### src/rtl/shift_sched.sv
// ============================================================================
// Module   : shift_sched
// Purpose  : Round-robin issue controller for the shared multi-cycle barrel
//            shifter; sequences start/done and returns tagged results.
// Option   : SHIFT_SCHED_ZERO_BYPASS_EN - zero-amount requests skip the shifter
// Revision : 1.0 - initial release
// ============================================================================
`default_nettype none

module shift_sched #(
    parameter int XLEN  = 32,
    parameter int N_REQ = 2,
    parameter int TAG_W = 5,
    localparam int SA_W = $clog2(XLEN),
    localparam int ID_W = $clog2(N_REQ)
) (
    input  logic                    clk,
    input  logic                    rst_n,

    input  logic [N_REQ-1:0]        req_valid_i,
    output logic [N_REQ-1:0]        req_ready_o,
    input  logic [N_REQ*XLEN-1:0]   req_data_i,
    input  logic [N_REQ*SA_W-1:0]   req_amount_i,
    input  logic [N_REQ-1:0]        req_left_i,
    input  logic [N_REQ-1:0]        req_arith_i,
    input  logic [N_REQ*TAG_W-1:0]  req_tag_i,

    input  logic                    flush_i,

    output logic                    sh_start_o,
    output logic [XLEN-1:0]         sh_data_o,
    output logic [SA_W-1:0]         sh_amount_o,
    output logic                    sh_left_o,
    output logic                    sh_arith_o,
    input  logic [XLEN-1:0]         sh_data_out_i,
    input  logic                    sh_done_i,

    output logic                    rsp_valid_o,
    input  logic                    rsp_ready_i,
    output logic [ID_W-1:0]         rsp_id_o,
    output logic [XLEN-1:0]         rsp_data_o,
    output logic [TAG_W-1:0]        rsp_tag_o,
    output logic                    busy_o
);

    localparam logic [2:0] S_IDLE  = 3'd0;
    localparam logic [2:0] S_ISSUE = 3'd1;
    localparam logic [2:0] S_WAIT  = 3'd2;
    localparam logic [2:0] S_RESP  = 3'd3;
    localparam logic [2:0] S_DRAIN = 3'd4;

    localparam logic [ID_W:0] C_NREQ = (ID_W+1)'(N_REQ);

`ifdef SHIFT_SCHED_ZERO_BYPASS_EN
    localparam bit C_ZERO_BYPASS = 1'b1;
`else
    localparam bit C_ZERO_BYPASS = 1'b0;
`endif

    generate
        if (N_REQ < 2) begin : g_bad_nreq
            $error("shift_sched: N_REQ must be 2 or more");
        end
    endgenerate

    logic [2:0]       state_q,     state_d;
    logic [ID_W-1:0]  rr_ptr_q,    rr_ptr_d;
    logic [XLEN-1:0]  op_data_q,   op_data_d;
    logic [SA_W-1:0]  op_amount_q, op_amount_d;
    logic             op_left_q,   op_left_d;
    logic             op_arith_q,  op_arith_d;
    logic [TAG_W-1:0] tag_q,       tag_d;
    logic [ID_W-1:0]  id_q,        id_d;
    logic [XLEN-1:0]  rsp_data_q,  rsp_data_d;
    logic             mask_q,      mask_d;

    logic             grant_found;
    logic [ID_W-1:0]  grant_idx;
    logic [ID_W:0]    idx_ext;
    logic [ID_W:0]    rr_nxt;
    logic             accept;
    logic [XLEN-1:0]  sel_data;
    logic [SA_W-1:0]  sel_amount;
    logic [TAG_W-1:0] sel_tag;

    // Rotating priority: scan ports starting at rr_ptr, wrapping modulo N_REQ.
    always_comb begin
        grant_found = 1'b0;
        grant_idx   = '0;
        idx_ext     = '0;
        for (int k = 0; k < N_REQ; k++) begin
            idx_ext = {1'b0, rr_ptr_q} + (ID_W+1)'(k);
            if (idx_ext >= C_NREQ) begin
                idx_ext = idx_ext - C_NREQ;
            end
            if (!grant_found && req_valid_i[idx_ext[ID_W-1:0]]) begin
                grant_found = 1'b1;
                grant_idx   = idx_ext[ID_W-1:0];
            end
        end
    end

    assign accept     = (state_q == S_IDLE) && !flush_i && grant_found;
    assign sel_data   = req_data_i[int'(grant_idx)*XLEN +: XLEN];
    assign sel_amount = req_amount_i[int'(grant_idx)*SA_W +: SA_W];
    assign sel_tag    = req_tag_i[int'(grant_idx)*TAG_W +: TAG_W];

    always_comb begin
        rr_nxt = {1'b0, grant_idx} + (ID_W+1)'(1);
        if (rr_nxt >= C_NREQ) begin
            rr_nxt = '0;
        end
    end

    // State register and datapath registers
    always_ff @(posedge clk or negedge rst_n) begin
        if (!rst_n) begin
            state_q     <= S_IDLE;
            rr_ptr_q    <= '0;
            op_data_q   <= '0;
            op_amount_q <= '0;
            op_left_q   <= 1'b0;
            op_arith_q  <= 1'b0;
            tag_q       <= '0;
            id_q        <= '0;
            rsp_data_q  <= '0;
            mask_q      <= 1'b0;
        end else begin
            state_q     <= state_d;
            rr_ptr_q    <= rr_ptr_d;
            op_data_q   <= op_data_d;
            op_amount_q <= op_amount_d;
            op_left_q   <= op_left_d;
            op_arith_q  <= op_arith_d;
            tag_q       <= tag_d;
            id_q        <= id_d;
            rsp_data_q  <= rsp_data_d;
            mask_q      <= mask_d;
        end
    end

    // Next-state logic
    always_comb begin
        state_d     = state_q;
        rr_ptr_d    = rr_ptr_q;
        op_data_d   = op_data_q;
        op_amount_d = op_amount_q;
        op_left_d   = op_left_q;
        op_arith_d  = op_arith_q;
        tag_d       = tag_q;
        id_d        = id_q;
        rsp_data_d  = rsp_data_q;
        mask_d      = mask_q;

        case (state_q)
            S_IDLE: begin
                if (accept) begin
                    op_data_d   = sel_data;
                    op_amount_d = sel_amount;
                    op_left_d   = req_left_i[grant_idx];
                    op_arith_d  = req_arith_i[grant_idx];
                    tag_d       = sel_tag;
                    id_d        = grant_idx;
                    rr_ptr_d    = rr_nxt[ID_W-1:0];
                    if (C_ZERO_BYPASS && (sel_amount == '0)) begin
                        rsp_data_d = sel_data;
                        state_d    = S_RESP;
                    end else begin
                        state_d    = S_ISSUE;
                    end
                end
            end
            S_ISSUE: begin
                if (flush_i) begin
                    state_d = S_IDLE;
                end else begin
                    mask_d  = 1'b1;
                    state_d = S_WAIT;
                end
            end
            S_WAIT: begin
                // First WAIT cycle still sees the previous op's done level.
                mask_d = 1'b0;
                if (flush_i) begin
                    state_d = S_DRAIN;
                end else if (sh_done_i && !mask_q) begin
                    rsp_data_d = sh_data_out_i;
                    state_d    = S_RESP;
                end
            end
            S_RESP: begin
                if (flush_i || rsp_ready_i) begin
                    state_d = S_IDLE;
                end
            end
            S_DRAIN: begin
                mask_d = 1'b0;
                if (sh_done_i && !mask_q) begin
                    state_d = S_IDLE;
                end
            end
            default: begin
                state_d = S_IDLE;
            end
        endcase
    end

    // Outputs
    always_comb begin
        req_ready_o = '0;
        if (accept) begin
            req_ready_o = {{(N_REQ-1){1'b0}}, 1'b1} << grant_idx;
        end
        sh_start_o  = (state_q == S_ISSUE) && !flush_i;
        rsp_valid_o = (state_q == S_RESP);
        busy_o      = (state_q != S_IDLE);
        sh_data_o   = op_data_q;
        sh_amount_o = op_amount_q;
        sh_left_o   = op_left_q;
        sh_arith_o  = op_arith_q;
        rsp_id_o    = id_q;
        rsp_data_o  = rsp_data_q;
        rsp_tag_o   = tag_q;
    end

endmodule

`default_nettype wire

### config.mk
export PLATFORM = sky130hd
export DESIGN_NAME = shift_sched
export DESIGN_NICKNAME = d
export VERILOG_FILES = /design/src/rtl/shift_sched.sv
export SDC_FILE = /design/constraint.sdc
export NUM_CORES = 1
export LEC_CHECK = 0
export ABC_AREA = 1
export CORE_MARGIN = 2
export CORE_UTILIZATION = 36
export CTS_CLUSTER_DIAMETER = 120
export CTS_CLUSTER_SIZE = 8
export DETAILED_ROUTE_END_ITERATION = 16
export PLACE_DENSITY = 0.77
export RECOVER_POWER = 100
export SLEW_MARGIN = 10
export SYNTH_ARGS = -nofsm -noshare
export SYNTH_HDL_FRONTEND = slang
export SYNTH_SLANG_ARGS = --single-unit
export TNS_END_PERCENT = 30
### constraint.sdc
create_clock -name clk -period 1.6 [get_ports clk]
set_clock_uncertainty 0.2 [all_clocks]
set_input_delay 0.32 -clock clk [delete_from_list [all_inputs] [get_ports clk]]
set_output_delay 0.32 -clock clk [all_outputs]
set_load 0.05 [all_outputs]
== Yosys cells after proc, flatten, opt, wreduce, memory -nomap -nowiden ==
Cells that the tools add are included.
Word-level totals
  bits in registers: 82
  bits in writable memories: 0
  memories: 0
  ROM bits: 0
  bits in latches: 0
  bits of input ports: 127
Operators by class
  add/subtract/negate cells: 4
  div/mod/pow operators: 0
  equal/unequal tests: 9
  $mul: 1
  mux-type cells: 25
  magnitude comparators: 6
  bitwise operators: 1
  reduce and logical (&&, ||, !) cells: 17
  shift-type cells: 4
Operators with widths (number)
  $shiftx 64x7->32: 1
  $shiftx 10x32->5: 1
  $mux 1: 16
  $mux 3: 5
  $pmux 3 s5: 1
  $shiftx 10x5->5: 1
  $eq 3x2->1 const B: 2
  $lt 1x2->1 const B: 3
  $ne 2x2->1 const B: 3
  $logic_and 1x1->1: 5
  $add 1x1->2 const B: 2
  $ge 2x2->1 const B: 2
  $mul 1x3->4 const B: 1
  $mux 2: 2
  $reduce_and 2->1: 2
  $reduce_and 4->1: 1
  $eq 3x1->1 const B: 1
  $eq 3x3->1 const B: 1
  $logic_not 1->1: 3
  $logic_not 3->1: 1
  $ne 3x3->1 const B: 1
  $reduce_and 3->1: 1
  $reduce_bool 3->1: 1
  $ge 1x2->1 const B: 1
  other kinds (8): 9

== Longest topological paths before layout ==
  word-level depth: 11
  depth in mapped cells: 8
  gate-level depth less buffers: 7

== Worst setup path before layout ==
No wires, ideal clock.
  path type: reg-to-output
  from: register state_q[0]
  to: output req_ready_o[0]
  path slack: -0.595 ns
  required time: 1.080 ns
  buffers on the path: 1
  arrival: 1.675 ns
  cell stages (with the launch flop): 5
  cell sequence: dfrtp_1 nor2_1 nand3_1 buf_2 a21oi_1
Between the ends
  word-level cells in the longest chain between the ends: 4
RTL lines
  from (decl): RTL line 66  | logic [2:0] state_q, state_d;
  from (signal assigned): RTL line 129  | state_q <= state_d;
  $logic_not 3->1: RTL line 103  | assign accept = (state_q == S_IDLE) && !flush_i && grant_found;
  $logic_and 1x1->1 (2 in a row): RTL line 103
  $mux 2: RTL line 211  | if (accept) begin
  to (decl): RTL line 21  | output logic [N_REQ-1:0] req_ready_o,
Every way passes these cells.

== Worst setup path in the final report ==
Ends and elaborated chain as after synthesis.

==> impl_metrics.csv <==
group,metric,value,unit
grt,grt_pass1_wl,19.8,mm
floorplan,start_util,37.0,%
pwr,power_leakage,3.55,nW
floorplan,row_count,38,
setup_path,worstSetupPathType,"reg -> out",
synth,synth.top_cell.area_share,51.2,%
floorplan,coreArea,10800,sq um
route,dr_total_vias,4263,
route,wirelength,13.4,mm
synth,synth_seq_cells,82,
setup_path,slowest_delay,0.43,ns
finish,multi_input_area,1700,sq um
floorplan,die_area,12000,sq um
synth,synth_most_common_cell,"nand2_1",
synth,syn_inst,520,
placement,gp_congestion,0.799,
setup_path,end_kind,"output pin",
finish,area_growth,64.9,%
route,wl_per_cell,14.9,microns
grt,gr-usage-all-layers,21.6,%
clock_tree,cts-buffers-inserted,9,
clock_tree,clockBufferDepth,2,
synth,postSynthNetCount,647,
sta,holdWs,0.277,ns
setup_path,startpoint_type,"register",
route,final_antenna_net_count,0,
route,drt_iter0_markers,183,
floorplan,die_h,109,microns
setup_path,required,1.08,ns
finish,fillers,925,
finish,seqCellArea,2050,sq um
pwr,total_power,12.8,mW
pwr,vdd_drop_max,0.000860,V
route,drc,0,
sta,worst_slack,-0.290,ns
grt,grt-ovfl-total,0,
sta,worst_pin_slew,0.743,ns
sta,timing.final.crit_share,118,%
finish,post-route-util,61.0,%
outcome,status,"finished, violations left",
synth,synth_area_per_cell,7.70,sq um
setup_path,cp_slowest_cell,"dfrtp_1",
sta,timing.fmax,529,MHz
setup_path,crit_fanout,3,
sta,finalSetupViolations,83,
placement,dp_hpwl,9.68,mm
clock_tree,cts_sinks,82,
grt,grt_pass1_vias,4177,
placement,placed_cells,867,
synth,netlist_area,4010,sq um
finish,fin_nets,880,
synth,ys_top_cells_by_area,"dfrtp_1 (51%), nand2_1 (25%), o21ai_2 (7.0%)",
outcome,violations,"setup timing",
floorplan,io_pins,209,
finish,drive_above_1_share,25.6,%
sta,rsz0062_at_grt,"true",
setup_path,reg2reg_slack,-0.22,ns
setup_path,crit_chain,"nor2_4 > nand3_4 > a21oi_4 > buf_12",
synth,synth_commonest_cells,"nand2_1 (266), dfrtp_1 (82), nand3_1 (51), inv_1 (40), o21ai_2 (32)",
sta,post-route-min-period,1.89,ns
clock_tree,clk_pin_slew,0.08,ns
job,cap_violations,0,
floorplan,die_w,109,microns
route,via_per_inst,4.75,
synth,ys_seq_area_share,51.2,%
synth,ys.flop_type,"dfrtp_1",
synth,async_reset_ff_share,100,%
sta,finalSetupTns,-14.67,ns
route,drt_pass1_iterations,4,
setup_path,worst_ep_arrival_time,1.37,ns
clock_tree,htreeDepth,3,
synth,synth_edf_count,0,
sta,hold_viol,0,
synth,synth_cell_types,16,
clock_tree,clock_latency,0.35,ns
placement,io_buffers,208,
sta,relSlewSlack,50.5,%
synth,synth_area_leader_cell,"dfrtp_1",
grt,grt_max_degree,83,
grt,grt_antenna_before_repair,0,
clock_tree,cts_root_buf,"clkbuf_8",
clock_tree,cts_tree,"built",
finish,antenna_cells,0,
synth,yosysWarningCount,0,
sta,slew_viol_final,0,
worst_hold_path,hold_path_class,"reg -> reg",
pwr,power-per-cell-area,1930,nW/um^2
finish,finalNonFillerCells,898,
registers in the layout, indices dropped and copies added (netlist names):
| signal | count |
|---|---|
| rr_ptr_q | 1 |
| state_q | 3 |
| rsp_data_o | 32 |
| mask_q | 1 |
| sh_data_o | 32 |
| sh_amount_o | 5 |
| rsp_id_o | 1 |
| rsp_tag_o | 5 |
| sh_left_o | 1 |
| sh_arith_o | 1 |
per-stage QoR:
| step | worst slack [ns] | instance area, sq um |
|---|---|---|
| floorplan | -0.0633 | 4040 |
| global placement | -0.487 | 7220 |
| detailed placement | -0.499 | 7220 |
| CTS | -0.327 | 7650 |
| global route | -0.358 | 6610 |
| finish | -0.290 | 6610 |
critical path, delay by kind of cell (launching register included):
| kind | cells | cell delay (ns) |
|---|---|---|
| flip-flops | 1 | 0.43 |
| AND/OR/NAND/NOR | 2 | 0.27 |
| AO/OA/AOI/OAI | 1 | 0.17 |
| buffers and inverters | 1 | 0.16 |
metal layers:
layer / global-route usage (%) / vias to the layer above / part of all wire (%)
met3: 5.99 / 27 / 10
met1: 24.5 / 1974 / 39
met2: 37.4 / 199 / 48
met4: 10.4 / 0 / 2.9
li1: - / 2063 / -
met5: 0 / - / 0
final timing paths:
path	startpoint	endpoint	depth (start not counted)
min	sh_data_o[8]$_DFFE_PN0P_	sh_data_o[8]$_DFFE_PN0P_	2
max in group asynchronous	rst_n	state_q[2]$_DFFE_PN0P_	3
min in group asynchronous	rst_n	rsp_data_o[0]$_DFFE_PN0P_	3
min reg2reg	sh_data_o[8]$_DFFE_PN0P_	sh_data_o[8]$_DFFE_PN0P_	2
max reg2reg	state_q[0]$_DFFE_PN0P_	sh_data_o[24]$_DFFE_PN0P_	10
max	state_q[0]$_DFFE_PN0P_	req_ready_o[0]	4
kinds of logic after synthesis:
group / share of synthesized area [%]
buffers and inverters: 8.28
AO/OA/AOI/OAI: 7.37
flip-flops: 51.2
AND/OR/NAND/NOR: 33.1
area by class of cell:
| cell class | count | share of cell area, % |
|---|---|---|
| inverter | 41 | 2.52 |
| sequential | 82 | 31.1 |
| clock inverter | 4 | 1.14 |
| clock buffer | 12 | 2.20 |
| multi-input combinational | 368 | 25.8 |
| tap | 140 | 2.65 |
| timing repair buffer | 251 | 34.6 |
cells in the final DEF, fill, tap and decap left out, types with 2 or more instances in the layout:
cell type / count
buf_12: 11
buf_16: 3
buf_2: 54
buf_4: 24
buf_6: 7
bufinv_16: 2
clkbuf_1: 2
clkbuf_2: 8
clkbuf_4: 17
clkbuf_8: 10
clkdlybuf4s50_1: 122
clkinvlp_4: 2
dfrtp_1: 81
dlygate4sd2_1: 2
inv_1: 36
inv_2: 4
nand2_1: 262
nand2_2: 3
nand3_1: 48
nand3_2: 2
nand3_4: 2
nor2_1: 8
nor2_2: 2
nor2_4: 3
o21ai_2: 32
or2_2: 2
what timing repair did:
action / CTS / global route
cloned: 3 / 1
endpoints found under the hold margin: 82 / 0
setup buffers: 6 / 5
gates resized for setup: 28 / 9
setup endpoints to repair: 82 / 83
pin swaps: 4 / 7
hold buffers: 1 / 0
power by group:
group / switching (mW) / internal [mW]
Clock: 0.735 / 0.923
Sequential: 0.479 / 2.94
Combinational: 5.23 / 2.46
No activity file was read; power rests on OpenSTA's default activity.
